[src/rtl/cpu_pkg.sv]
// Shared CPU definitions: memory arbiter FSM states, default bus widths,
// requester encoding and the fetch byte-enable masks.
package cpu_pkg;

    localparam int unsigned AwDefault = 64;
    localparam int unsigned DwDefault = 64;

    // A fetch reads one 32-bit word out of a 64-bit memory beat.
    localparam logic [7:0] FetchBytesLo = 8'h0F;
    localparam logic [7:0] FetchBytesHi = 8'hF0;

    // Owner and last-grant encoding; the reset value 0 means load/store.
    localparam logic OwnerLs = 1'b0;
    localparam logic OwnerIf = 1'b1;

    typedef enum logic [1:0] {
        StIdle,
        StAddr,
        StData
    } arb_state_e;

    // Byte mask selecting the instruction word addressed by bit 2.
    function automatic logic [7:0] fetch_bytes(input logic addr_bit2);
        return addr_bit2 ? FetchBytesHi : FetchBytesLo;
    endfunction

endpackage

[src/rtl/mem_arb.sv]
// Two-requester memory arbiter: instruction fetch and load/store share one
// memory port with at most one transaction in flight (IDLE -> ADDR -> DATA).
// Build option MEM_ARB_RR_EN: round-robin arbitration on contention; when
// undefined, load/store has fixed priority over fetch.
module mem_arb
    import cpu_pkg::*;
#(
    parameter int unsigned AW = AwDefault,
    parameter int unsigned DW = DwDefault
) (
    input  logic          clk,
    input  logic          rstn,

    input  logic          if_req,
    input  logic [AW-1:0] if_addr,
    output logic          if_rvalid,
    output logic [31:0]   if_rdata,

    input  logic          ls_req,
    input  logic          ls_wr,
    input  logic [7:0]    ls_bytes,
    input  logic [AW-1:0] ls_addr,
    input  logic [DW-1:0] ls_wdata,
    output logic          ls_rvalid,
    output logic [DW-1:0] ls_rdata,

    output logic          mem_req,
    output logic          mem_wr,
    output logic [7:0]    mem_bytes,
    output logic [AW-1:0] mem_addr,
    output logic [DW-1:0] mem_wdata,
    input  logic          mem_gnt,
    input  logic          mem_rvalid,
    input  logic [DW-1:0] mem_rdata
);

    arb_state_e    state_q, state_d;
    logic          wr_q, wr_d;
    logic [7:0]    bytes_q, bytes_d;
    logic [AW-1:0] addr_q, addr_d;
    logic [DW-1:0] wdata_q, wdata_d;
    logic          owner_q, owner_d;
    logic          any_req;
    logic          pick_ls;
    logic          rsp_hit;

    assign any_req = ls_req | if_req;

`ifdef MEM_ARB_RR_EN
    logic last_q, last_d;

    // Winner selection: on contention the requester not granted last wins.
    always_comb begin
        pick_ls = ls_req;
        if (ls_req && if_req) begin
            pick_ls = (last_q == OwnerIf);
        end
    end

    // Last-grant tracking, updated on every grant including uncontended ones.
    always_comb begin
        last_d = last_q;
        if (state_q == StIdle && any_req) begin
            last_d = pick_ls ? OwnerLs : OwnerIf;
        end
    end

    // Last-grant register.
    always_ff @(posedge clk or negedge rstn) begin
        if (!rstn) begin
            last_q <= OwnerLs;
        end else begin
            last_q <= last_d;
        end
    end
`else
    // Winner selection: load/store always beats fetch.
    assign pick_ls = ls_req;
`endif

    // Next-state logic and capture of the winning request in IDLE.
    always_comb begin
        state_d = state_q;
        wr_d    = wr_q;
        bytes_d = bytes_q;
        addr_d  = addr_q;
        wdata_d = wdata_q;
        owner_d = owner_q;
        unique case (state_q)
            StIdle: begin
                if (any_req) begin
                    state_d = StAddr;
                    if (pick_ls) begin
                        owner_d = OwnerLs;
                        wr_d    = ls_wr;
                        bytes_d = ls_bytes;
                        addr_d  = ls_addr;
                        wdata_d = ls_wdata;
                    end else begin
                        owner_d = OwnerIf;
                        wr_d    = 1'b0;
                        bytes_d = fetch_bytes(if_addr[2]);
                        addr_d  = if_addr;
                        wdata_d = '0;
                    end
                end
            end
            StAddr: begin
                // A response arriving with the grant is not a response.
                if (mem_gnt) begin
                    state_d = StData;
                end
            end
            StData: begin
                if (mem_rvalid) begin
                    state_d = StIdle;
                end
            end
            default: state_d = StIdle;
        endcase
    end

    // State and latched request registers.
    always_ff @(posedge clk or negedge rstn) begin
        if (!rstn) begin
            state_q <= StIdle;
            wr_q    <= 1'b0;
            bytes_q <= '0;
            addr_q  <= '0;
            wdata_q <= '0;
            owner_q <= OwnerLs;
        end else begin
            state_q <= state_d;
            wr_q    <= wr_d;
            bytes_q <= bytes_d;
            addr_q  <= addr_d;
            wdata_q <= wdata_d;
            owner_q <= owner_d;
        end
    end

    // Memory port driven straight from the latched request.
    always_comb begin
        mem_req   = (state_q == StAddr);
        mem_wr    = wr_q;
        mem_bytes = bytes_q;
        mem_addr  = addr_q;
        mem_wdata = wdata_q;
    end

    // Response routing to the owner; read data passes through combinationally.
    always_comb begin
        rsp_hit   = (state_q == StData) && mem_rvalid;
        if_rvalid = rsp_hit && (owner_q == OwnerIf);
        ls_rvalid = rsp_hit && (owner_q == OwnerLs);
        ls_rdata  = mem_rdata;
        if_rdata  = addr_q[2] ? mem_rdata[63:32] : mem_rdata[31:0];
    end

endmodule

[config.mk]
export PLATFORM = sky130hd
export DESIGN_NAME = mem_arb
export DESIGN_NICKNAME = d
export VERILOG_FILES = /design/src/rtl/cpu_pkg.sv /design/src/rtl/mem_arb.sv
export SDC_FILE = /design/constraint.sdc
export NUM_CORES = 1
export LEC_CHECK = 0
export CAP_MARGIN = 5
export CORE_AREA = 2 2 197 199
export CTS_BUF_LIST = sky130_fd_sc_hd__clkbuf_8
export DETAILED_ROUTE_END_ITERATION = 10
export DIE_AREA = 0 0 199 201
export PLACE_DENSITY_LB_ADDON = 0.25
export SLEW_MARGIN = 20
export SYNTH_ARGS = -nofsm -noshare
export SYNTH_HDL_FRONTEND = slang
export SYNTH_SLANG_ARGS = --single-unit
[constraint.sdc]
create_clock -name clk -period 1.62 [get_ports clk]
set_input_delay 0.162 -clock clk [delete_from_list [all_inputs] [get_ports clk]]
set_output_delay 0.162 -clock clk [all_outputs]
set_load 0.02 [all_outputs]
==> results of run 1 <==
==> cells in the mapped netlist, drive strengths merged <==
cell and number:
a21oi 5, a22o 65, and2 1, and4b 1
buf 92, clkbuf 6, dfrtp 140, inv 5
mux2 163, mux2i 4, nand2 11, nand2b 3
nor2 3, nor3b 1, o21ai 3
==> cells in the final DEF, fill, tap and decap left out, drive strengths merged <==
master | synthesis | layout
nand2b | 3 | 3
o21ai | 3 | 3
dfrtp | 140 | 140
and4b | 1 | 1
buf | 92 | 84
a22o | 65 | 65
clkinvlp | 0 | 2
inv | 5 | 7
mux2 | 163 | 163
nand2 | 11 | 11
mux2i | 4 | 4
and2 | 1 | 1
a21oi | 5 | 5
nor2 | 3 | 3
clkdlybuf4s50 | 0 | 332
clkbuf | 6 | 25
nor3b | 1 | 1
dlygate4sd2 | 0 | 136
bufinv | 0 | 4
clkinv | 0 | 4
dlygate4sd3 | 0 | 1
diode | 0 | 3
==> sequential cells by signal (all words and copies together), names as in the netlist <==
signal and flops:
mem_addr 64, mem_wdata 64, mem_bytes 8, state_q 2
mem_wr 1, owner_q 1
==> routing by layer <==
metal	share of wire (%)	vias to the layer above
met1	35	2853
met3	8.2	27
met2	55	298
li1	-	2702
met4	1.6	0
met5	0	-
==> through the flow <==
stage,worst slack (ns),instances,area (um^2)
finish,-0.2185,1516,12860
global route,-0.3045,1515,12850
CTS,-0.3389,1509,12600
detailed placement,-0.09423,1465,12250
global placement,-0.1020,1465,12250
floorplan,0.1663,503,6839
==> power by group through the flow <==
stage	Sequential [W]	Combinational [W]	Clock [W]
2_1_floorplan	0.00797	0.00397	0
3_3_place_gp	0.00607	0.0118	0
3_5_place_dp	0.00605	0.0119	0
4_1_cts	0.00599	0.0111	0.00340
5_1_grt	0.00625	0.0122	0.00354
6_report	0.00600	0.0116	0.00323
==> kinds of logic (layout without fill, tap and decap cells) <==
logic type             Yosys count  after routing  share of synthesized area, %
and+or+nand+nor                 20             20                         1.427
muxes                          167            167                         28.03
DFF                            140            140                         51.23
buffers and inverters          103            595                         10.36
other                            0              3                             0
AOI/OAI and AO/OA               73             73                         8.965
==> how the worst max path moves through the flow <==
stage,from,endpoint,slack [ns],cells after the start
after global routing,mem_addr[2],if_rdata[16],-0.30,4
after CTS,mem_addr[2],if_rdata[3],-0.34,5
final,mem_addr[2],if_rdata[16],-0.22,4
after global placement,mem_addr[2],if_rdata[0],-0.10,3
after floorplan,mem_addr[2],if_rdata[10],0.17,3
after detailed placement,mem_rdata[32],if_rdata[0],-0.09,3
==> layout make-up <==
class,instances,area [um^2]
Sequential cell,140,3506
Timing Repair Buffer,558,5517
Antenna cell,3,7.507
Inverter,5,18.77
Multi-Input combinational cell,260,2714
Clock inverter,12,170.2
Fill cell,3899,25250
Clock buffer,20,275.3
Tap cell,518,648.1
==> repair_timing <==
item,in CTS,in global routing
hold buffers,1,0
setup endpoints to repair,172,79
buffers inserted,8,3
resized for setup,304,57
cloned,3,4
hold endpoints to repair,140,0
pin swaps,0,30
==> metrics.txt, run 1 <==
met1 usage 14.28%; Max Freq 543.9 MHz; GR peak layer met2; largest net degree at the start of global routing 48; DP HPWL 22620 um; YS warnings 0; site row count 72; slowest stage delay, CP 0.48 ns; area delta synth->final 87.98%; RSZ-0062 raised after global routing yes; Gate Count Post-Synth 503; final worst setup slack -0.2185 ns; Port Buffers 506; grt ovf 0; met3 usage 4.990%; die area 40000 um^2; Ports 507; Peak VDD IR 811.1 uV; Reg power frac 28.9%; internal power 0.01266 W; Distinct cells, synth 21; pins over their slew limit 0; Seq cells post-synth 140; Critical Path AT 1.68 ns; share of cells above drive strength 1 24.42%; Synth Net Count 774; final setup fails 32; RR Startpoint state_q[0]; Crit Path Category reg -> out; worst path cell trace buf_12 > buf_6 > mux2_4 > buf_6; CTS tree yes; grt met2 use 26.80%; DRT Wirelength 29540 um; switch share 39.07%; ANT nets after route 0; CTS Root Cell clkbuf_8; Clock power frac 15.5%; logic gate share of total power 55.6%; GRT Resource Usage Total 14.16%; sequential area share after synthesis 51.23%; failing checks negative setup slack; vias 5880; drt first pass iters 4; largest cells by area after synthesis dfrtp_1 (51%), mux2_2 (17%), a22o_1 (8.3%), mux2_1 (8.1%), buf_4 (7.1%); most frequent CP cell buf_6; drc violations 0; clock skew 0.01193 ns; vias per cell 3.879; DR WL/cell 19.48 um; Worst Hold Margin 0.1869 ns; Slowest-stage cell, CP dfrtp_2; H-tree depth 4; first-pass GRT wire length 41260 um; Tcrit/Tclk final 113.5%; fin nets 1253; Mapped Avg Cell Area 13.60 um^2; data required time of the worst path 1.46 ns; Buffers & Inverters on Critical Path 3; clk sinks 140; CP top delay family flip-flops; Rel. slew slack 66.99%; Min-Delay Path Class in -> async; Clock Path Buffers 2; number of global-route vias before repair 6329; Switch Pwr 0.008120 W; die width 199 um; Fin. Hold Viols 0; LEAKAGE 5.748 nW; starting DRC count in detailed routing 170; maximum capacitance violations 0; Slew @ Worst Pin 0.4932 ns; reg-to-reg endpoint mem_addr[53]; CP max FO 8; overall power 0.02078 W; minimum clock period 1.839 ns; total CTS buffers 17; initial core utilization 17.95%; total negative slack -5.070 ns; Cell Area, Synth 6839 um^2; Crit. End Element primary output; die span in y 201 um; status complete, but fails checks; Util after Layout 33.74%; reg2reg setup slack 0.01 ns; initial antenna violation count 4; Synth top area share 51.23%; r2r worst-path depth 6; Startpoint Class register; biggest area consumer among synthesized cells dfrtp_1; clock slew at reported path FFs 0.09 ns; clock latency on the worst-skew pair 0.47 ns; GPL Wtd Cong 0.7539; power per cell area 1617 nW/um^2; CORE AREA 38110 um^2
Power figures use the tool's default switching activity.
==> run 2, diff against run 1 <==
--- a/config.mk
+++ b/config.mk
@@ -7,7 +7,7 @@
 export LEC_CHECK = 0
 export CAP_MARGIN = 5
 export CORE_AREA = 2 2 197 199
-export CTS_BUF_LIST = sky130_fd_sc_hd__clkbuf_8
+export CTS_BUF_LIST = sky130_fd_sc_hd__clkbuf_16
 export DETAILED_ROUTE_END_ITERATION = 10
 export DIE_AREA = 0 0 199 201
 export PLACE_DENSITY_LB_ADDON = 0.25
==> constraint.sdc (replaced) <==
create_clock -name clk -period 1.95 [get_ports clk]
set_input_delay 0.195 -clock clk [delete_from_list [all_inputs] [get_ports clk]]
set_output_delay 0.195 -clock clk [all_outputs]
set_load 0.02 [all_outputs]
==> run 2 against run 1 <==
  * The run now ends clean
  * Clock power is 9.0% lower
  * Cell area is 1.6% lower
  * Flip-flop and latch count stayed put
  * Power is 16% lower
  * Via count is 2.3% lower
  * Critical endpoint is now if_rdata[26]
  * Largest cell class unchanged
==> metrics.txt, run 2 (synthesis gave the netlist of run 1 again) <==
status complete, no violations; GPL Wtd Cong 0.7571 (+0.42%); commonest non-fill, non-tap cell in the layout clkdlybuf4s50_1; Clock Path Buffers 2 (unchanged); grt ovf 0 (unchanged); clock slew at reported path FFs 0.06 ns (-0.03 ns); Fill cells 3878 (-0.54%); die width 199 um (unchanged); Worst Hold Margin 0.2620 ns (+0.07508 ns); pins over their slew limit 0 (unchanged); power per cell area 1387 nW/um^2 (-14%); Tcrit/Tclk final 98.40%; Slew @ Worst Pin 0.5556 ns (+0.06238 ns); starting DRC count in detailed routing 122 (-28%); final setup fails 0 (-100%); data required time of the worst path 1.75 ns (+0.29 ns); DRT Wirelength 27980 um (-5.3%); H-tree depth 4 (unchanged); Peak VDD IR 719.1 uV (-11%); Crit Path Category reg -> out; site row count 72 (unchanged); most frequent cells in the layout clkdlybuf4s50_1 (470), dfrtp_1 (139), mux2_2 (103), a22o_1 (65), mux2_1 (49); die span in y 201 um (unchanged); CP max FO 16 (+8); RSZ-0062 raised after global routing yes; drc violations 0 (unchanged); initial antenna violation count 7 (+3); number of global-route vias before repair 6243 (-1.4%); register area 3505 um^2 (about the same); ANT nets after route 0 (unchanged); Min-Delay Path Class in -> reg; worst path cell trace bufbuf_16 > mux2_2 > clkdlybuf4s15_2; Rel. slew slack 62.96% (-4.0 points); Port Buffers 506 (unchanged); CORE AREA 38110 um^2 (unchanged); CTS tree yes; slowest stage delay, CP 0.39 ns (-0.09 ns); Critical Path AT 1.72 ns (+0.04 ns); clk sinks 140 (unchanged); RR Startpoint state_q[0]; hold_sp ls_req; minimum clock period 1.919 ns; GRT Resource Usage Total 13.75% (-0.41 points); DR WL/cell 18.92 um (-2.9%); area delta synth->final 85.00%; Startpoint Class register; Crit. End Element primary output; first-pass GRT wire length 40100 um (-2.8%); share of cells above drive strength 1 19.92% (-4.5 points); clock skew 0.008536 ns (-0.003392 ns); fin nets 1219 (-2.7%); Fin. Hold Viols 0 (unchanged); Util after Layout 33.20% (-0.54 points); Multi-input gate area 2636 um^2 (-2.9%); largest net degree at the start of global routing 67 (+40%); total CTS buffers 17 (unchanged); overall power 0.01754 W (-16%); CP startpoint mem_addr[2]; die area 40000 um^2 (unchanged); DP HPWL 22200 um (-1.8%); clock latency on the worst-skew pair 0.43 ns (-0.04 ns); Slowest-stage cell, CP dfrtp_2; drt first pass iters 4 (unchanged); Ports 507 (unchanged); LEAKAGE 5.173 nW (-10%); vias 5743 (-2.3%); initial core utilization 17.95% (unchanged); CTS Root Cell clkbuf_16; maximum capacitance violations 0 (unchanged); vias per cell 3.883 (+0.11%); Max Freq 521.1 MHz
run 2: changes by cell type in the layout (fill, tap and decap cells not counted), sizes merged, moves of 3 or more:
cell / delta
buf: -58
clkdlybuf4s15: +23
clkbuf: -8
clkdlybuf4s50: +138
bufinv: -3
dlygate4sd2: -133
run 2: metrics by stage:
step | area [um^2] | cells | worst slack (ns) | TNS [ns]
after floorplan | 6839 | 503 | 0.4633 | 0
after global placement | 12100 | 1444 | 0.07048 | 0
after detailed placement | 12100 | 1444 | 0.07991 | 0
after CTS | 12670 | 1477 | 0.002141 | 0
after global routing | 12650 | 1479 | -0.01618 | -0.06934
final | 12650 | 1479 | 0.03114 | 0
run 2: final cells by class:
cell class / instances / area share (%)
antenna: 2 / 0.03956
clock buffer: 17 / 3.362
inverter: 5 / 0.1483
tap: 518 / 5.123
timing repair buffer: 524 / 42.08
multi-input combinational: 260 / 20.84
sequential: 140 / 27.70
clock inverter: 13 / 0.7120
run 2: worst paths after layout:
kind                                 endpoint  slack, ns  cells past startpoint
worst max-delay path             if_rdata[26]       0.03                      3
worst min-delay path             mem_addr[53]       0.26                      3
worst max register to register   mem_addr[41]       0.48                      4
worst min register to register   mem_addr[47]       0.49                      1
max in group asynchronous        mem_bytes[2]       1.05                      3
min in group asynchronous       mem_wdata[18]       0.28                      2
run 2: routing by layer:
layer  vias to the layer above  global-route usage [%]  routed length (um)
met3                        26                   4.923                2431
met4                         2                   4.158                 467
met5                         -                       0                  13
met2                       290                   26.34               15160
met1                      2796                   13.63                9902
li1                       2629                       -                   -
run 2: critical path, delay by kind of cell, from the launching register on:
family | cells | cell delay [ns]
buffers and inverters | 2 | 0.57
flip-flops | 1 | 0.39
multiplexers | 1 | 0.34
run 2: what timing repair did:
item / CTS / global route
gates cloned: 1 / 0
gates resized for setup: 102 / 3
hold buffers: 1 / 0
setup endpoints to repair: 34 / 11
setup buffers: 1 / 0
endpoints found under the hold margin: 43 / 0
run 2: power by group:
group | switching [W] | internal (W)
Sequential | 0.000735 | 0.00428
Combinational | 0.00453 | 0.00505
Clock | 0.00124 | 0.00170
==> run 3, diff against run 2 <==
--- a/config.mk
+++ b/config.mk
@@ -7,11 +7,11 @@
 export LEC_CHECK = 0
 export CAP_MARGIN = 5
 export CORE_AREA = 2 2 197 199
-export CTS_BUF_LIST = sky130_fd_sc_hd__clkbuf_16
+export CTS_BUF_LIST = sky130_fd_sc_hd__clkbuf_4 sky130_fd_sc_hd__clkbuf_8
 export DETAILED_ROUTE_END_ITERATION = 10
 export DIE_AREA = 0 0 199 201
 export PLACE_DENSITY_LB_ADDON = 0.25
-export SLEW_MARGIN = 20
+export SLEW_MARGIN = 40
 export SYNTH_ARGS = -nofsm -noshare
 export SYNTH_HDL_FRONTEND = slang
 export SYNTH_SLANG_ARGS = --single-unit
==> run 3 against run 2 <==
  * Clock skew increased by 0.0039 ns
  * Critical endpoint is now if_rdata[22]
  * Combinational power up 0.7%
  * Die area stayed put
  * First-iteration DRC count rose by 15%
  * Sequential power hardly changed
  * Via count up 0.12%
  * Critical path depth rose by 1
  * Register-to-register slack got worse by 0.02 ns
  * Critical path type unchanged
  * Largest cell class unchanged
  * Fmax is 2.2% higher
  * Clock-buffer cell count increased by 7
  * Worst hold slack worse by 0.037 ns
  * Routed wire length up 0.64%
==> metrics.txt, run 3 (synthesis gave the netlist of run 1 again) <==
status complete, no violations; die area 40000 um^2 (unchanged); number of global-route vias before repair 6246 (+0.048%); RSZ-0062 raised after global routing yes; vias 5750 (+0.12%); Min-Delay Path Class in -> reg; first-pass GRT wire length 40140 um (+0.12%); dpl cells 1444 (unchanged); data required time of the worst path 1.75 ns (about the same); Fin. Hold Viols 0 (unchanged); ANT nets after route 0 (unchanged); overall power 0.01696 W (-3.3%); Critical Path AT 1.68 ns (-0.04 ns); Max Freq 532.4 MHz (+2.2%); Crit Path Category reg -> out; CP max FO 8 (-8); DRT Wirelength 28160 um (+0.64%); pins over their slew limit 0 (unchanged); starting DRC count in detailed routing 140 (+15%); total negative slack 0 ns (unchanged); Rel. slew slack 63.24% (+0.28 points); Crit. End Element primary output; initial antenna violation count 7 (unchanged); commonest non-fill, non-tap cell in the layout clkdlybuf4s50_1; initial core utilization 17.95% (unchanged); DR WL/cell 19.01 um (+0.50%); Tcrit/Tclk final 96.32% (-2.1 points); most frequent cells in the layout clkdlybuf4s50_1 (468), dfrtp_1 (139), mux2_2 (102), a22o_1 (65), mux2_1 (49); maximum capacitance violations 0 (unchanged); CTS tree yes; fin nets 1221 (+0.16%); Slew @ Worst Pin 0.5514 ns (-0.004182 ns); final cell count without fillers 1481 (+0.14%); minimum clock period 1.878 ns (-0.04059 ns); CTS Root Cell clkbuf_8; Peak VDD IR 706.8 uV (-1.7%); total CTS buffers 17 (unchanged); share of cells above drive strength 1 20.92% (+1.0 points); Port Buffers 506 (unchanged); die width 199 um (unchanged); drc violations 0 (unchanged); Startpoint Class register; die span in y 201 um (unchanged); power per cell area 1359 nW/um^2 (-2.0%); site row count 72 (unchanged); GPL Wtd Cong 0.7571 (unchanged); Ports 507 (unchanged); clk sinks 140 (unchanged); Fill cells 3908 (+0.77%); clock skew 0.01248 ns (+0.003943 ns); Clock Path Buffers 2 (unchanged); area delta synth->final 82.55%; vias per cell 3.883 (about the same); clock latency on the worst-skew pair 0.46 ns (+0.03 ns); LEAKAGE 5.126 nW (-0.92%); largest net degree at the start of global routing 67 (unchanged); grt ovf 0 (unchanged); clock slew at reported path FFs 0.08 ns (+0.02 ns); CORE AREA 38110 um^2 (unchanged); H-tree depth 4 (unchanged); drt first pass iters 4 (unchanged); DP HPWL 22200 um (unchanged); GRT Resource Usage Total 13.80% (+0.050 points); final setup fails 0 (unchanged)
## run 3: power breakdown
group | internal, W | switching, W
clock network | 0.00115 | 0.00113
logic | 0.00508 | 0.00458
registers | 0.00428 | 0.000746
## run 3: worst max-delay path: stages, from the launching register on
cell       delay (ns)
dfrtp_2          0.44
buf_6            0.14
clkbuf_16        0.16
mux2_2           0.34
buf_6            0.13
## run 3: area by class of cell
| class | instances | area, um^2 | share of cell area, % |
|---|---|---|---|
| sequential | 140 | 3505 | 28.07 |
| timing repair buffer | 526 | 5299 | 42.44 |
| clock buffer | 24 | 305.3 | 2.445 |
| inverter | 5 | 18.77 | 0.1503 |
| multi-input combinational | 260 | 2640 | 21.15 |
| tap | 518 | 648.1 | 5.191 |
| antenna | 2 | 5.005 | 0.04009 |
| clock inverter | 6 | 63.81 | 0.5111 |
## run 3: timing repair
item,in CTS,in global routing
hold buffers,1,0
gates cloned,1,1
setup endpoints to repair,36,16
setup buffers,1,1
endpoints found under the hold margin,43,0
gates resized for setup,124,21
pin swaps,0,0
## run 3: final timing paths
| kind | startpoint | endpoint | slack (ns) | cells after the start |
|---|---|---|---|---|
| max in group asynchronous | rstn | mem_wdata[61] | 1.07 | 3 |
| worst min-delay path | ls_req | mem_addr[53] | 0.23 | 3 |
| worst max register to register | state_q[0] | mem_addr[41] | 0.46 | 4 |
| min in group asynchronous | rstn | mem_wdata[18] | 0.25 | 2 |
| worst min register to register | mem_addr[47] | mem_addr[47] | 0.49 | 1 |
| worst max-delay path | mem_addr[2] | if_rdata[22] | 0.07 | 4 |
## run 3: per-layer routing
layer	routed length (um)	part of all wire [%]	vias up	track usage (%)
met5	13	0.046	-	0
met4	473	1.7	2	4.318
met3	2480	8.8	27	5.024
met2	15280	54	298	26.30
met1	9914	35	2792	13.68
li1	-	-	2631	-
## run 3: through the flow
step	util [%]	cell area, um^2	setup WS [ns]	hold WS (ns)
floorplan	-	6839	0.4633	-0.1006
global placement	31.74	12100	0.07048	0.2066
detailed placement	31.74	12100	0.07991	0.2060
CTS	32.52	12390	-0.01296	0.1912
global route	32.76	12480	-0.002130	0.2115
finish	32.76	12480	0.07173	0.2251
